**config.mk**
```make
export PLATFORM = sky130hd
export DESIGN_NAME = muldiv_ctrl_flat
export DESIGN_NICKNAME = d
export VERILOG_FILES = /design/src/rtl/muldiv_ctrl_if.sv /design/src/rtl/muldiv_ctrl.sv /design/src/flat_wrapper.sv
export SDC_FILE = /design/constraint.sdc
export NUM_CORES = 1
export LEC_CHECK = 0
export ABC_AREA = 1
export ABC_CLOCK_PERIOD_IN_PS = 2700
export CORE_UTILIZATION = 40
export DETAILED_ROUTE_END_ITERATION = 10
export PLACE_DENSITY = 0.66
export SLEW_MARGIN = 15
export SYNTH_ARGS = -nofsm -noshare
export SYNTH_HDL_FRONTEND = slang
export SYNTH_SLANG_ARGS = --single-unit
```
**constraint.sdc**
```tcl
create_clock -name clk -period 2.7 [get_ports clk]
set_input_delay 0.27 -clock clk [delete_from_list [all_inputs] [get_ports clk]]
set_output_delay 0.27 -clock clk [all_outputs]
set_load 0.005 [all_outputs]
```
**src/rtl/muldiv_ctrl_if.sv**
```systemverilog
// muldiv_ctrl_if
//   Request/result bundle between the execute stage and the multiply/divide
//   sequencer that owns the HI/LO register pair.
//
//   Handshake: `start` is a request strobe and `busy` is the inverted ready.
//   An operation transfers at a rising clk edge where start=1 and busy=0.
//   When busy=1, start is ignored and not queued. op/a/b only need to be
//   valid in that transfer cycle. `done` pulses for one cycle once HI/LO hold
//   the new result. wr_hi/wr_lo (MTHI/MTLO) only take effect in an idle
//   cycle with start=0.
//
//   Signals (master = requester, slave = sequencer):
//     start  m->s  1   operation request strobe
//     op     m->s  2   00 MULT, 01 MULTU, 10 DIV, 11 DIVU
//     a      m->s  32  multiplicand / dividend
//     b      m->s  32  multiplier / divisor
//     wr_hi  m->s  1   MTHI write enable
//     wr_lo  m->s  1   MTLO write enable
//     wdata  m->s  32  MTHI/MTLO data
//     busy   s->m  1   operation in flight, HI/LO not valid
//     done   s->m  1   one-cycle pulse, HI/LO just updated by an operation
//     hi     s->m  32  HI register
//     lo     s->m  32  LO register
interface muldiv_ctrl_if;
  logic        start;
  logic [1:0]  op;
  logic [31:0] a;
  logic [31:0] b;
  logic        wr_hi;
  logic        wr_lo;
  logic [31:0] wdata;
  logic        busy;
  logic        done;
  logic [31:0] hi;
  logic [31:0] lo;

  modport master (
    output start, op, a, b, wr_hi, wr_lo, wdata,
    input  busy, done, hi, lo
  );

  modport slave (
    input  start, op, a, b, wr_hi, wr_lo, wdata,
    output busy, done, hi, lo
  );
endinterface

```
**src/rtl/muldiv_ctrl.sv**
```systemverilog
// muldiv_ctrl
//   Iterative MULT/MULTU/DIV/DIVU sequencer owning HI/LO. Multiplies use
//   shift-add (one multiplier bit per cycle), divides use restoring radix-2
//   (one quotient bit per cycle). Signed ops run on magnitudes and the signs
//   are applied in a final FIX cycle. 34-cycle issue interval.
//
//   Optional feature macro: MULDIV_FAST_MULT_EN. When defined, MULT/MULTU
//   complete in one cycle through a 64-bit multiplier and never raise busy;
//   divides are unchanged.
//
//   Ports:
//     clk        in   rising-edge clock
//     reset      in   synchronous active-high reset
//     bus        slave modport of muldiv_ctrl_if (request, MTHI/MTLO, results)
//     dbg_state  out  current FSM state (0 IDLE, 1 RUN, 2 FIX)
module muldiv_ctrl (
  input  logic           clk,
  input  logic           reset,
  muldiv_ctrl_if.slave   bus,
  output logic [1:0]     dbg_state
);

  typedef enum logic [1:0] {
    IDLE = 2'd0,
    RUN  = 2'd1,
    FIX  = 2'd2
  } state_t;

  state_t      state;
  logic [5:0]  cnt;
  logic        busy_r;
  logic        done_r;
  logic [31:0] hi_r;
  logic [31:0] lo_r;

  // Multiply: acc[31:0] holds the shrinking multiplier, acc[63:32] the
  // partial product; opnd is the multiplicand magnitude.
  // Divide: acc[31:0] shifts dividend bits out at the top and quotient bits
  // in at the bottom; opnd is the divisor magnitude.
  logic [63:0] acc;
  logic [31:0] opnd;
  logic [32:0] rem;
  logic        is_div;
  logic        neg_a;
  logic        neg_b;
  logic        div_zero;

  logic        signed_op;
  logic [31:0] abs_a;
  logic [31:0] abs_b;
  logic [32:0] mul_sum;
  logic [33:0] div_shift;
  logic [33:0] div_trial;
  logic [63:0] prod;
  logic [31:0] fix_hi;
  logic [31:0] fix_lo;

`ifdef MULDIV_FAST_MULT_EN
  logic [63:0] fast_p;

  always_comb begin
    fast_p = '0;
    if (bus.op[0]) begin
      fast_p = {32'd0, bus.a} * {32'd0, bus.b};
    end else begin
      fast_p = $signed({{32{bus.a[31]}}, bus.a}) * $signed({{32{bus.b[31]}}, bus.b});
    end
  end
`endif

  always_comb begin
    signed_op = ~bus.op[0];
    abs_a     = (signed_op && bus.a[31]) ? (32'd0 - bus.a) : bus.a;
    abs_b     = (signed_op && bus.b[31]) ? (32'd0 - bus.b) : bus.b;

    mul_sum   = {1'b0, acc[63:32]} + (acc[0] ? {1'b0, opnd} : 33'd0);

    // rem never exceeds the divisor, so div_shift stays below 2^33 and
    // bit 33 of the trial difference is a reliable borrow flag.
    div_shift = {rem, acc[31]};
    div_trial = div_shift - {2'd0, opnd};

    prod      = (neg_a ^ neg_b) ? (64'd0 - acc) : acc;

    fix_hi    = prod[63:32];
    fix_lo    = prod[31:0];
    if (is_div) begin
      fix_hi = neg_a ? (32'd0 - rem[31:0]) : rem[31:0];
      fix_lo = (neg_a ^ neg_b) ? (32'd0 - acc[31:0]) : acc[31:0];
      // Divide by zero: quotient forced to all ones; the remainder path
      // already returns the dividend with its own sign.
      if (div_zero) begin
        fix_lo = 32'hFFFF_FFFF;
      end
    end
  end

  always_ff @(posedge clk) begin
    if (reset) begin
      state    <= IDLE;
      cnt      <= 6'd0;
      busy_r   <= 1'b0;
      done_r   <= 1'b0;
      hi_r     <= 32'd0;
      lo_r     <= 32'd0;
      acc      <= 64'd0;
      opnd     <= 32'd0;
      rem      <= 33'd0;
      is_div   <= 1'b0;
      neg_a    <= 1'b0;
      neg_b    <= 1'b0;
      div_zero <= 1'b0;
    end else begin
      case (state)
        IDLE: begin
          done_r <= 1'b0;
          if (bus.start) begin
`ifdef MULDIV_FAST_MULT_EN
            if (!bus.op[1]) begin
              hi_r   <= fast_p[63:32];
              lo_r   <= fast_p[31:0];
              done_r <= 1'b1;
            end else begin
`endif
              is_div   <= bus.op[1];
              neg_a    <= signed_op & bus.a[31];
              neg_b    <= signed_op & bus.b[31];
              div_zero <= (bus.b == 32'd0);
              rem      <= 33'd0;
              cnt      <= 6'd32;
              busy_r   <= 1'b1;
              state    <= RUN;
              if (bus.op[1]) begin
                acc  <= {32'd0, abs_a};
                opnd <= abs_b;
              end else begin
                acc  <= {32'd0, abs_b};
                opnd <= abs_a;
              end
`ifdef MULDIV_FAST_MULT_EN
            end
`endif
          end else begin
            if (bus.wr_hi) hi_r <= bus.wdata;
            if (bus.wr_lo) lo_r <= bus.wdata;
          end
        end

        RUN: begin
          if (is_div) begin
            if (div_trial[33]) begin
              rem <= div_shift[32:0];
              acc <= {acc[63:32], acc[30:0], 1'b0};
            end else begin
              rem <= div_trial[32:0];
              acc <= {acc[63:32], acc[30:0], 1'b1};
            end
          end else begin
            acc <= {mul_sum, acc[31:1]};
          end
          cnt <= cnt - 6'd1;
          if (cnt == 6'd1) begin
            state <= FIX;
          end
        end

        FIX: begin
          hi_r   <= fix_hi;
          lo_r   <= fix_lo;
          busy_r <= 1'b0;
          done_r <= 1'b1;
          state  <= IDLE;
        end

        default: begin
          state  <= IDLE;
          busy_r <= 1'b0;
          done_r <= 1'b0;
        end
      endcase
    end
  end

  assign bus.busy  = busy_r;
  assign bus.done  = done_r;
  assign bus.hi    = hi_r;
  assign bus.lo    = lo_r;
  assign dbg_state = state;

endmodule

```
**src/flat_wrapper.sv**
```systemverilog
// flat-port wrapper written by rule: the top's interface ports become plain ports
module muldiv_ctrl_flat 
  (clk, reset, dbg_state, bus_start, bus_op, bus_a, bus_b, bus_wr_hi, bus_wr_lo, bus_wdata, bus_busy, bus_done, bus_hi, bus_lo);
  muldiv_ctrl_if bus_i ();
  input  logic clk;
  input  logic reset;
  output logic [1:0] dbg_state;
  input wire logic [$bits(bus_i.start)-1:0] bus_start;
  input wire logic [$bits(bus_i.op)-1:0] bus_op;
  input wire logic [$bits(bus_i.a)-1:0] bus_a;
  input wire logic [$bits(bus_i.b)-1:0] bus_b;
  input wire logic [$bits(bus_i.wr_hi)-1:0] bus_wr_hi;
  input wire logic [$bits(bus_i.wr_lo)-1:0] bus_wr_lo;
  input wire logic [$bits(bus_i.wdata)-1:0] bus_wdata;
  output wire logic [$bits(bus_i.busy)-1:0] bus_busy;
  output wire logic [$bits(bus_i.done)-1:0] bus_done;
  output wire logic [$bits(bus_i.hi)-1:0] bus_hi;
  output wire logic [$bits(bus_i.lo)-1:0] bus_lo;
  assign bus_i.start = bus_start;
  assign bus_i.op = bus_op;
  assign bus_i.a = bus_a;
  assign bus_i.b = bus_b;
  assign bus_i.wr_hi = bus_wr_hi;
  assign bus_i.wr_lo = bus_wr_lo;
  assign bus_i.wdata = bus_wdata;
  assign bus_busy = bus_i.busy;
  assign bus_done = bus_i.done;
  assign bus_hi = bus_i.hi;
  assign bus_lo = bus_i.lo;
  muldiv_ctrl u_core (.clk(clk), .reset(reset), .bus(bus_i), .dbg_state(dbg_state));
endmodule
```
==> results.yml, run 1 <==
layout:
  mostFrequentLayoutCell: "nand2_1"
  layout_common_cells: "nand2_1, inv_1, nor2_1"
  multi_input_area_mm2: 0.0136
  utilization_pct: 48.9
  n_fill_cell: 5389
  instances_no_fill: 4361
  final_layout_size_suffix_gt1_share_pct: 10.9
  seqCellArea_mm2: 0.00415
  areaGrowthSynthToFinish_pct: 19.9
  layout.nets: 3850
synthesis:
  syn_avg_cell_area_um2: 5.81
  ys_top_cells_by_area: "dfxtp_1, nand2_1, inv_1"
  synth-compound-area-share_pct: 17.2
  synth_area_mm2: 0.0201
  yosysTopAreaCell: "dfxtp_1"
  seq_area_frac_synth_pct: 20.6
  synthSimpleGateAreaFrac_pct: 42.6
  synth_warnings: 0
  synthDistinctLibCells: 53
  ys_ff_latch: 207
  synthesis.nets: 3641
  muxShareOfSynthArea_pct: 0
  syn_inst: 3466
  synth_top_area_share_pct: 20.6
  synth_adder_area_share_pct: 4.55
  synthArstFlopShare_pct: 0
  synth_top_family_by_area: "simple AND/OR/NAND/NOR gates"
  synth_top_flop_cell: "dfxtp_1"
  synth_edf_count: 0
  synthXorXnorAreaFrac_pct: 3.00
drt:
  drt_first_pass_iters: 6
  drc: 0
  routed_wl_um: 83900
  wl_per_cell_um: 19.2
  routed_via_density: 5.41
  first_iter_violations: 2603
  vias: 23600
  postRouteAntennaNets: 0
placed_design:
  hpwl_um: 69300
  dp_cells: 4310
  gp_congestion: 1.06
  port_buffers: 170
worst_hold_path:
  hold_class: "in2reg"
timing:
  fmax_mhz: 400
  finalHoldViolCount: 0
  rsz0062_at_grt: "no"
  relSlewSlack_pct: 44.7
  fin_tns_setup_ns: 0
  period_share_pct: 92.7
  clock_skew_ns: 0.0142
  drv_slew: 0
  setup_viol: 0
  tightest_slew_ns: 0.821
  min_period_ns: 2.50
floorplan:
  core_mm2: 0.0494
  dieHeight_um: 226
  dieArea_mm2: 0.0513
  io_pins: 171
  die_w_um: 226
  initial_utilization_pct: 40.8
  rows: 81
setup_path:
  required_ns: 3.15
  critPathKind: "reg2reg"
  arrival_ns: 2.95
  worst_setup_path_end_kind: "flip-flop"
  crit_path_start_kind: "flip-flop"
  crit_fanout: 24
grt:
  grt_antenna_before_repair: 2
  grt_max_degree: 82
  grt_pass1_vias: 21400
  grt_use_total_pct: 32.2
  grt.overflow.total: 0
  grt_pass1_wl_um: 127000
clock_network:
  cts_buffers: 27
  clk_pin_slew_worst_paths_ns: 0.06
  cts_tree: "done"
  root_buffer: "clkbuf_16"
  cts_sinks: 207
  cts_max_level: 1
  clock_latency_ns: 0.58
  cts_setup_buffers: 0
  clockBufferDepth: 3
power_and_ir_drop:
  cellPowerDensity_mw_per_mm2: 457
  ir_worst_vdd_uv: 449
  p_leak_uw: 0.0118
job:
  drv_cap: 0
status:
  outcome: "complete, no violations"
layout make-up:
class / count / share of cell area (%)
multi-input combinational: 2650 / 56.4
sequential: 207 / 17.2
timing repair buffer: 310 / 12.0
inverter: 479 / 7.45
tap: 664 / 3.44
clock buffer: 37 / 3.08
clock inverter: 13 / 0.482
antenna: 1 / 0.0104
per-layer routing:
layer / share of wire (%) / vias up / track usage, %
met5: 0 / - / 0
met4: 4.0 / 0 / 12.4
met3: 8.4 / 142 / 3.85
met2: 43 / 1042 / 50.0
met1: 44 / 10800 / 45.3
li1: - / 11600 / -
kinds of logic (layout without fill, tap and decap cells):
| group | Yosys count | count (layout) |
|---|---|---|
| fa+ha+maj | 72 | 72 |
| other cells | 0 | 1 |
| simple gates | 1903 | 1903 |
| compound gates | 606 | 606 |
| buf+inv | 609 | 839 |
| flops | 207 | 207 |
| xor+xnor | 69 | 69 |
Yosys cell counts (6+ instances only):
library cell / instances
nand3_1: 275
buf_4: 13
o211ai_1: 23
buf_6: 8
xnor2_1: 28
or2_2: 12
ha_1: 70
nand2_1: 1004
inv_2: 24
nand2_2: 10
a221oi_1: 6
clkbuf_1: 69
xor2_1: 41
nand3_2: 92
nand2_4: 6
nor3_1: 25
buf_2: 33
o21ai_0: 195
dfxtp_1: 207
o21ai_1: 29
nand4_1: 36
nand3b_1: 29
nor2_2: 14
a21o_1: 11
buf_1: 7
nor2_1: 373
a21oi_1: 242
nor2_4: 9
a22oi_1: 30
a21oi_2: 30
a31oi_1: 8
inv_1: 452
o2111ai_1: 9
worst paths after layout:
check	start	end	slack [ns]	depth (start not counted)
min	reset	u_core.acc[56]	0.26	3
max reg2reg	u_core.opnd[8]	u_core.rem[1]	0.20	17
min reg2reg	u_core.bus.busy	u_core.bus.busy	0.48	2
max	u_core.opnd[8]	u_core.rem[1]	0.20	17
power by group:
group / leakage, µW / internal, µW / switching, µW
Sequential: 0.00169 / 3250 / 224
Clock: 0.000419 / 2030 / 1530
Combinational: 0.00972 / 1400 / 2610
Total: 0.0118 / 6680 / 4360
repair_timing:
action | 4_1_cts | 5_1_grt
endpoints found under the setup margin | 0 | 4
hold buffers | 0 | 0
resized for setup | 0 | 3
hold endpoints to repair | 0 | 0
per-stage QoR:
| stage | worst slack [ns] | total power (µW) | hold WS [ns] | cell area (µm²) |
|---|---|---|---|---|
| 6_report | 0.198 | 11000 | 0.257 | 24100 |
| 5_1_grt | 0.0113 | 11600 | 0.284 | 24100 |
| 4_1_cts | 0.180 | 11000 | 0.282 | 24100 |
| 3_5_place_dp | 0.142 | 7430 | 0.472 | 23300 |
| 3_3_place_gp | 0.186 | 7440 | 0.456 | 23300 |
| 2_1_floorplan | 0.132 | 5900 | 0.428 | 20100 |
flip-flops by register name, summed over array words and instances (netlist names), 2 cells and up:
name / count
u_core.acc: 64
u_core.rem: 33
u_core.bus.hi: 32
u_core.bus.lo: 32
u_core.opnd: 32
u_core.cnt: 6
u_core.dbg_state: 2
worst max-delay path, cell delays in order, from the launching register on:
cell and delay [ns]:
dfxtp_1 0.53, inv_1 0.09, ha_1 0.36, nand2_2 0.16
inv_2 0.04, nand2_1 0.05, nand2_1 0.09, inv_2 0.07
nand3_2 0.11, nand2_2 0.09, nand2_2 0.07, nand2_4 0.11
nand2_4 0.07, nand2_4 0.08, buf_12 0.19, nand3_2 0.10
nand3_2 0.09, a21oi_2 0.05
No activity file was read; power rests on OpenSTA's default activity.
==> run 2, diff against run 1 <==
Settings changed: CORE_UTILIZATION 40 to 45, PLACE_DENSITY 0.66 to 0.72.
==> results.yml, run 2 (same netlist as run 1, synthesis figures left out) <==
drt:
  drt_first_pass_iters: 6
  drc: 0
  first_iter_violations: 2743
  vias: 23500
  wl_per_cell_um: 18.9
  routed_via_density: 5.49
  postRouteAntennaNets: 0
  routed_wl_um: 80700
timing:
  drv_slew: 0
  rsz0062_at_grt: "no"
  tightest_slew_ns: 0.730
  finalHoldViolCount: 0
  setup_viol: 0
  fin_tns_setup_ns: 0
  post-route-worst-setup-slack_ns: 0.162
  period_share_pct: 94.0
  clock_skew_ns: 0.0142
  relSlewSlack_pct: 50.8
  min_period_ns: 2.54
  fmax_mhz: 394
power_and_ir_drop:
  cellPowerDensity_mw_per_mm2: 477
  total_power_uw: 11500
  p_leak_uw: 0.0118
  ir_worst_vdd_uv: 447
setup_path:
  slowest_stage: "dfxtp_1"
  worst_setup_path_end_kind: "flip-flop"
  r2r-end: "u_core.rem[18]"
  crit_family: "simple AND/OR/NAND/NOR gates"
  crit_path_start_kind: "flip-flop"
  required_ns: 3.11
  crit_fanout: 20
  reg2reg_depth: 17
  arrival_ns: 2.95
  critical_path.cell_chain: "inv_1, ha_1, nand2_2, inv_2, nand2_1, nand2_1, inv_2, nand3_2, nand2_2, nand2_2, nand2_4, nand2_4, nand2_4, buf_12, nand3_2, nand3_2, a21oi_2"
  critPathKind: "reg2reg"
  r2r_setup_slack_ns: 0.16
  reg2reg_from: "u_core.opnd[7]"
  worst_path_largest_cell_delay_ns: 0.46
  path_buf_inv: 4
clock_network:
  clockBufferDepth: 3
  clk_pin_slew_worst_paths_ns: 0.06
  cts_max_level: 1
  cts_buffers: 25
  root_buffer: "clkbuf_16"
  cts_tree: "done"
  post_cts_resized: 0
  holdBufCountCts: 0
  clock_latency_ns: 0.57
  cts_setup_buffers: 0
  cts_sinks: 207
grt:
  grt.overflow.total: 0
  grt_pass1_wl_um: 121000
  grt_max_degree: 62
  grt_pass1_vias: 20800
  grt_antenna_before_repair: 0
  grt_use_total_pct: 34.8
layout:
  multi_input_area_mm2: 0.0136
  diodes: 0
  mostFrequentLayoutCell: "nand2_1"
  layout_common_cells: "nand2_1, inv_1, nor2_1"
  layout.nets: 3833
  largestRegisters: "u_core.acc (64), u_core.rem (33)"
  utilization_pct: 54.3
  final_layout_size_suffix_gt1_share_pct: 10.6
  n_fill_cell: 4591
  areaGrowthSynthToFinish_pct: 19.2
  seqCellArea_mm2: 0.00415
  largest_reg_flops: 64
  largest-register: "u_core.acc"
floorplan:
  rows: 77
  dieHeight_um: 214
  io_pins: 171
  initial_utilization_pct: 45.6
  dieArea_mm2: 0.0456
  die_w_um: 214
  core_mm2: 0.0442
worst_hold_path:
  hold_path_startpoint: "reset"
  hold_class: "in2reg"
  min_to: "u_core.cnt[1]"
  hold_depth: 3
status:
  outcome: "complete, no violations"
placed_design:
  port_buffers: 170
  gp_congestion: 1.09
  hpwl_um: 66200
  post-place-ws_ns: 0.154
job:
  drv_cap: 0
## run 2: where the power goes
part,internal [µW],switching (µW),leakage [µW]
logic,1380,2590,0.00963
clock network,2520,1520,0.000478
registers,3250,213,0.00169
total,7140,4320,0.0118
## run 2: worst max-delay path by stage
stage                                   end           start  cells past startpoint
after global placement      u_core.opnd[16]        bus_a[0]                     13
after floorplan              u_core.acc[57]   u_core.acc[0]                     17
after global routing      u_core.bus.hi[30]   u_core.rem[0]                     12
final                        u_core.rem[18]  u_core.opnd[7]                     17
after detailed placement    u_core.opnd[24]        bus_a[0]                     14
after CTS                    u_core.acc[57]   u_core.acc[0]                     15
## run 2: tightest hold or removal path, cell delays in order
cell    delay [ns]
buf_4         0.14
buf_4         0.29
nor2_1        0.15
## run 2: final cells by class
| type | instances | area share (%) |
|---|---|---|
| clock buffers | 28 | 2.74 |
| clock inverters | 17 | 1.25 |
| inverters | 479 | 7.49 |
| multi-input cells | 2650 | 56.7 |
| flip-flops and latches | 207 | 17.3 |
| well taps | 592 | 3.08 |
| repair buffers | 295 | 11.5 |
## run 2: metal layers
metal | vias up | GRT usage [%] | share of wire, %
li1 | 11600 | - | -
met1 | 10600 | 48.5 | 43
met2 | 1134 | 53.3 | 43
met3 | 163 | 5.42 | 9.4
met4 | 0 | 14.0 | 4.3
met5 | - | 0 | 0
## run 2: metrics by stage
| step | instances | hold slack, ns | instance area [µm²] |
|---|---|---|---|
| 2_1_floorplan | 3466 | 0.428 | 20100 |
| 3_3_place_gp | 4223 | 0.461 | 23100 |
| 3_5_place_dp | 4223 | 0.461 | 23100 |
| 4_1_cts | 4268 | 0.323 | 24000 |
| 5_1_grt | 4268 | 0.345 | 24000 |
| 6_report | 4268 | 0.335 | 24000 |
